--- config.mk ---
export PLATFORM = sky130hd
export DESIGN_NAME = core_if_ic_req
export DESIGN_NICKNAME = d
export VERILOG_FILES = /design/src/rtl/core_pkg.sv /design/src/rtl/core_fetch_queue.sv /design/src/rtl/core_if_ic_req.sv
export SDC_FILE = /design/constraint.sdc
export NUM_CORES = 1
export LEC_CHECK = 0
export ABC_AREA = 1
export BUFFER_PORTS_ARGS = -buffer_cell sky130_fd_sc_hd__buf_2
export CORE_MARGIN = 2
export CORE_UTILIZATION = 60
export DETAILED_ROUTE_END_ITERATION = 12
export PLACE_DENSITY_LB_ADDON = 0.3
export SKIP_CTS_REPAIR_TIMING = 1
export SYNTH_ARGS = -nofsm -noshare
export SYNTH_HDL_FRONTEND = slang
export SYNTH_HIERARCHICAL = 1
export SYNTH_SLANG_ARGS = --single-unit
--- constraint.sdc ---
create_clock -name clk -period 6.53 [get_ports clk]
set_input_delay 1.306 -clock clk [delete_from_list [all_inputs] [get_ports clk]]
set_output_delay 1.306 -clock clk [all_outputs]
set_load 0.02 [all_outputs]
--- src/rtl/core_pkg.sv ---
// ============================================================================
// core_pkg : types and constants shared by the fetch-side core blocks
// Revision : 1.0
// ============================================================================
`default_nettype none

package core_pkg;

   typedef enum logic [1:0] {
      S_IDLE = 2'd0,
      S_REQ  = 2'd1,
      S_RESP = 2'd2,
      S_DROP = 2'd3
   } ic_req_state_t;

   localparam logic [31:0] NOP_INSTR = 32'h0000_0013;

   typedef struct packed {
      logic [31:0] pc;
      logic [31:0] instr;
   } fetch_entry_t;

   function automatic logic [31:0] word_align(input logic [31:0] addr);
      return {addr[31:2], 2'b00};
   endfunction

endpackage

`default_nettype wire

--- src/rtl/core_fetch_queue.sv ---
// ============================================================================
// core_fetch_queue : DEPTH-entry synchronous FIFO of {pc, instr} for decode
// Revision         : 1.0
// ============================================================================
`default_nettype none

module core_fetch_queue
   import core_pkg::*;
#(
   parameter int DEPTH = 2
) (
   input  logic                       clk,
   input  logic                       rst,
   input  logic                       push_i,
   input  fetch_entry_t               push_data_i,
   input  logic                       pop_i,
   input  logic                       clear_i,
   output logic [$clog2(DEPTH):0]     count_o,
   output logic                       head_val_o,
   output fetch_entry_t               head_o
);

   localparam int AW = $clog2(DEPTH);
   localparam int CW = AW + 1;

   fetch_entry_t    mem_q [DEPTH];
   logic [AW-1:0]   rd_ptr_q;
   logic [AW-1:0]   wr_ptr_q;
   logic [CW-1:0]   count_q;

   logic            do_push;
   logic            do_pop;

   // A clear wins over any same-cycle push or pop.
   assign do_push = push_i & ~clear_i;
   assign do_pop  = pop_i & (count_q != '0) & ~clear_i;

   always_ff @(posedge clk or posedge rst) begin
      if (rst) begin
         rd_ptr_q <= '0;
         wr_ptr_q <= '0;
         count_q  <= '0;
         for (int i = 0; i < DEPTH; i++) begin
            mem_q[i] <= '0;
         end
      end else if (clear_i) begin
         rd_ptr_q <= '0;
         wr_ptr_q <= '0;
         count_q  <= '0;
      end else begin
         if (do_push) begin
            mem_q[wr_ptr_q] <= push_data_i;
            wr_ptr_q        <= wr_ptr_q + AW'(1);
         end
         if (do_pop) begin
            rd_ptr_q <= rd_ptr_q + AW'(1);
         end
         case ({do_push, do_pop})
            2'b10:   count_q <= count_q + CW'(1);
            2'b01:   count_q <= count_q - CW'(1);
            default: count_q <= count_q;
         endcase
      end
   end

   assign count_o    = count_q;
   assign head_val_o = (count_q != '0);
   assign head_o     = mem_q[rd_ptr_q];

endmodule

`default_nettype wire

--- src/rtl/core_if_ic_req.sv ---
// ============================================================================
// core_if_ic_req : single-outstanding I-cache request stage feeding decode
// Revision       : 1.0
// ============================================================================
`default_nettype none

module core_if_ic_req #(
   parameter int          DEPTH     = 2,
   parameter logic [31:0] NOP_INSTR = core_pkg::NOP_INSTR
) (
   input  logic        clk,
   input  logic        rst,
   input  logic [31:0] if_pc,
   input  logic        if_redirect,
   output logic        if_pc_stop,
   output logic        ic_req_val,
   output logic [31:0] ic_req_addr,
   input  logic        ic_req_ack,
   input  logic        ic_resp_val,
   input  logic [31:0] ic_resp_data,
   input  logic        id_stall,
   output logic        id_val,
   output logic [31:0] id_pc,
   output logic [31:0] id_pc_4,
   output logic [31:0] id_instr
);

   import core_pkg::*;

   localparam int CW = $clog2(DEPTH) + 1;

   ic_req_state_t  state_q;
   ic_req_state_t  state_d;
   logic [31:0]    req_addr_q;
   logic [31:0]    req_addr_d;
   logic           req_val_q;

   logic           capture;
   logic           push;
   logic           pop;
   logic [CW-1:0]  count;
   logic           head_val;
   fetch_entry_t   head;
   fetch_entry_t   push_entry;

   always_comb begin
      state_d    = state_q;
      req_addr_d = req_addr_q;
      capture    = 1'b0;
      push       = 1'b0;
      case (state_q)
         S_IDLE: begin
            if (!if_redirect && (count < CW'(DEPTH))) begin
               capture    = 1'b1;
               req_addr_d = if_pc;
               state_d    = S_REQ;
            end
         end
         S_REQ: begin
            // An un-acked request may simply be withdrawn on redirect.
            if (if_redirect) begin
               state_d = ic_req_ack ? S_DROP : S_IDLE;
            end else if (ic_req_ack) begin
               state_d = S_RESP;
            end
         end
         S_RESP: begin
            if (ic_resp_val) begin
               push    = ~if_redirect;
               state_d = S_IDLE;
            end else if (if_redirect) begin
               state_d = S_DROP;
            end
         end
         S_DROP: begin
            if (ic_resp_val) begin
               state_d = S_IDLE;
            end
         end
         default: state_d = S_IDLE;
      endcase
   end

   always_ff @(posedge clk or posedge rst) begin
      if (rst) begin
         state_q    <= S_IDLE;
         req_addr_q <= '0;
         req_val_q  <= 1'b0;
      end else begin
         state_q    <= state_d;
         req_addr_q <= req_addr_d;
         req_val_q  <= (state_d == S_REQ);
      end
   end

   assign if_pc_stop  = ~(capture | if_redirect);
   assign ic_req_val  = req_val_q;
   assign ic_req_addr = word_align(req_addr_q);

   assign push_entry.pc    = req_addr_q;
   assign push_entry.instr = ic_resp_data;
   assign pop              = head_val & ~id_stall;

   core_fetch_queue #(
      .DEPTH (DEPTH)
   ) u_queue (
      .clk         (clk),
      .rst         (rst),
      .push_i      (push),
      .push_data_i (push_entry),
      .pop_i       (pop),
      .clear_i     (if_redirect),
      .count_o     (count),
      .head_val_o  (head_val),
      .head_o      (head)
   );

   // Empty queue presents a clean NOP at PC 0 to decode.
   assign id_val   = head_val;
   assign id_pc    = head_val ? head.pc : 32'h0;
   assign id_pc_4  = id_pc + 32'd4;
   assign id_instr = head_val ? head.instr : NOP_INSTR;

endmodule

`default_nettype wire

==> flow_summary.toml <==
[floorplan]
die_area_um2 = 16400
die_h_um = 128
core_area_um2 = 15100
top_level_port_count = 201
die-width_um = 128
floorplan.rows = 45
start_util_pct = 61.1

[critical_path]
cp_num_buf_inv = 3
critPathKind = "reg2out"
crit_family = "buffers and inverters"
rr_worst_depth = 7
critical_path.max_fanout = 41
slowest_stage = "sky130_fd_sc_hd__inv_2"
r2r_slack_ns = 3.42
signal_arrival_time_at_the_worst_endpoint_ns = 3.12
data_required_time_at_the_worst_endpoint_ns = 5.22
path_common_cell = "sky130_fd_sc_hd__nand2_1"
worst_r2r_endpoint = "u_queue/mem_q[69]"
startpoint_type_of_the_worst_setup_path = "flop"
critical_path.cell_chain = "inv_2 -> buf_4 -> nand2_1 -> nand2_1 -> nand3_1 -> nor2_1 -> nand2_1 -> nor2_2 -> xor2_1 -> buf_2"
worst_setup_path_end_kind = "primary output"
timing.rr.start = "state_q[0]"
critical-path-max-stage-delay_ns = 0.57

[drt]
postRouteAntennaNets = 0
drt_pass1_iterations = 5
vias_per_cell = 5.12
initialDrtViolationCount = 944
drc = 0
detail_route.wl_per_cell_um = 13.7
drt-total-wl_um = 21800
vias = 8157

[cts]
clock_path_buffers = 2
cts_tree = "yes"
root_buffer = "sky130_fd_sc_hd__clkbuf_16"
cts.reportedPaths.clkPinSlew_ns = 0.06
clock_latency_ns = 0.43
tritoncts.num_buffers = 17
htree_num_levels = 4
tritoncts_num_sinks = 167

[cells_and_area]
design.final.nets = 1467
flow.area_growth_from_synthesis_pct = 12.8
layout.cells.most_common_list = "553 x sky130_fd_sc_hd__nand2_1, 198 x sky130_fd_sc_hd__buf_2, 166 x sky130_fd_sc_hd__dfrtp_1"
nFillCells = 1352
area.sequential_um2 = 4180
layout-drive-gt1-share_pct = 22.3
total_area_of_multi_input_combinational_cells_um2 = 3790
antenna_cells_inserted = 0
most_frequent_standard_cell_in_the_layout_excluding_fill_and_tap_cells = "sky130_fd_sc_hd__nand2_1"

[yosys]
synth-edff-count = 0
yosys_most_used_dff = "sky130_fd_sc_hd__dfrtp_1"
synth-async-reset-ratio_pct = 100
area_contributors_post_synth = "sky130_fd_sc_hd__dfrtp_1 45%, sky130_fd_sc_hd__nand2_1 22%, sky130_fd_sc_hd__inv_1 6.6%"
synth_top_cell_by_area = "sky130_fd_sc_hd__dfrtp_1"
synth-seq-area-share_pct = 45.1
postSynthAreaPerCell_um2 = 7.34
synthesis.instances = 1262
synth.yosys.warnings = 6
synth.top_cell.area_share_pct = 45.1
syn_area_um2 = 9260
ys_types = 27
postSynthRegisterBits = 167

[grt]
grt_start_max_net_pins = 81
via_count_of_the_first_global_routing_pass = 7388
grt_usage_pct = 27.6
antenna_found_initial = 0
grt_overflow = 0
grt_pass1_wl_um = 36000

[sta]
fmax_ghz = 0.226
timing.final.max_slew_violations = 0
rsz0062_at_grt = "no"
worstMarginPinSlew_ns = 1.07
max_slew_margin_pct = 28.9
clock_skew_ns = 0.00958
setup-tns-final_ns = 0
min_period_over_period_pct = 67.8
finalCriticalPeriod_ns = 4.43
final-hold-violation-count = 0
final-setup-viol-count = 0

[pwr]
leakage_nw = 6.14
p_total_mw = 4.12
peakVddDrop_v = 0.000264
p_per_area_nw_per_um2 = 394

[status]
status = "complete, no violations"

[run]
cap_viol_max_count = 0

[worst_hold_path]
hold_path.startpoint = "req_addr_q[1]"
hold_depth = 2
hp-class = "reg2reg"
end_point_of_the_worst_hold_path = "req_addr_q[1]"

[placement]
dp.final_hpwl_um = 15100
placement.io_buffers = 198
gp_congestion = 0.993
## logic make-up (layout without fill, tap and decap cells)
group                    after synthesis  in the layout  share of synthesized area (%)
flip-flops                           167            167                           45.1
XOR/XNOR                              13             13                           1.23
adder cells (fa/ha/maj)                1              1                          0.135
AND/OR/NAND/NOR                      688            688                           29.9
AO/OA/AOI/OAI                        136            136                           9.35
other                                  1              2                         0.0405
buffers and inverters                256            399                           14.2
## report_power, final
group          switching (mW)  total, mW  internal [mW]
sequential              0.214       1.58           1.36
combinational            1.07       1.56          0.493
clock                   0.390      0.979          0.589
total                    1.67       4.12           2.45
## worst max path at each step
| stage | start | slack [ns] | end | cells after the start |
|---|---|---|---|---|
| final | u_queue/rd_ptr_q | 2.10 | id_pc_4[14] | 10 |
| after floorplan | rst | 1.70 | u_queue/count_o[0] | 1 |
| after global placement | if_redirect | 2.52 | u_queue/mem_q[91] | 8 |
| after detailed placement | if_redirect | 2.44 | u_queue/mem_q[69] | 8 |
| after CTS | u_queue/rd_ptr_q | 2.13 | id_pc_4[13] | 10 |
| after global routing | u_queue/rd_ptr_q | 1.85 | id_pc_4[14] | 10 |
## metal layers
layer | global-route usage, % | up-vias | part of all wire [%]
met5 | 0 | - | 0
met4 | 8.02 | 0 | 1.3
met3 | 4.67 | 29 | 6.5
met2 | 42.9 | 303 | 46
met1 | 40.2 | 3774 | 46
li1 | - | 4051 | -
## flip-flops by register name, summed over array words and instances, names as in the netlist
register	cells
state_q	2
ic_req_val	1
u_queue/count_o	2
u_queue/mem_q	128
u_queue/wr_ptr_q	1
req_addr_q	32
u_queue/rd_ptr_q	1
## synthesized netlist by cell type, types with 2 or more instances
master,n
sky130_fd_sc_hd__nand3_1,46
sky130_fd_sc_hd__or2_2,3
sky130_fd_sc_hd__nand2_1,554
sky130_fd_sc_hd__buf_6,20
sky130_fd_sc_hd__o21ai_2,49
sky130_fd_sc_hd__buf_2,21
sky130_fd_sc_hd__o21ai_0,16
sky130_fd_sc_hd__nor2_2,10
sky130_fd_sc_hd__inv_1,162
sky130_fd_sc_hd__nor2_4,2
sky130_fd_sc_hd__nor2_1,54
sky130_fd_sc_hd__nand4_1,6
sky130_fd_sc_hd__nand3_2,6
sky130_fd_sc_hd__buf_4,44
sky130_fd_sc_hd__dfrtp_1,167
sky130_fd_sc_hd__inv_2,2
sky130_fd_sc_hd__o21ai_1,69
sky130_fd_sc_hd__clkbuf_1,6
sky130_fd_sc_hd__nand2_2,5
sky130_fd_sc_hd__xor2_1,13
## per-stage QoR
step	worst slack, ns	instance area (um^2)	std cells	utilization (%)	hold WS [ns]
finish	2.10	10400	1594	69.0	0.480
global route	1.85	10400	1594	69.0	0.497
detailed placement	2.44	9870	1565	65.2	0.465
global placement	2.52	9870	1565	65.2	0.463
floorplan	1.70	9270	1263	-	0.449
CTS	2.13	10400	1594	69.0	0.482
## worst min-delay path: cells and delay by family (launching register included)
kind / cells / cell delay (ns)
simple gates: 2 / 0.10
flops: 1 / 0.34
## area by class of cell
cell class,count,share of cell area [%]
clock inverters,6,0.898
multi-input cells,840,36.3
flip-flops and latches,167,40.0
well taps,188,2.25
clock buffers,23,4.58
repair buffers,206,10.1
inverters,164,5.92
No activity file was read; power rests on OpenSTA's default activity.
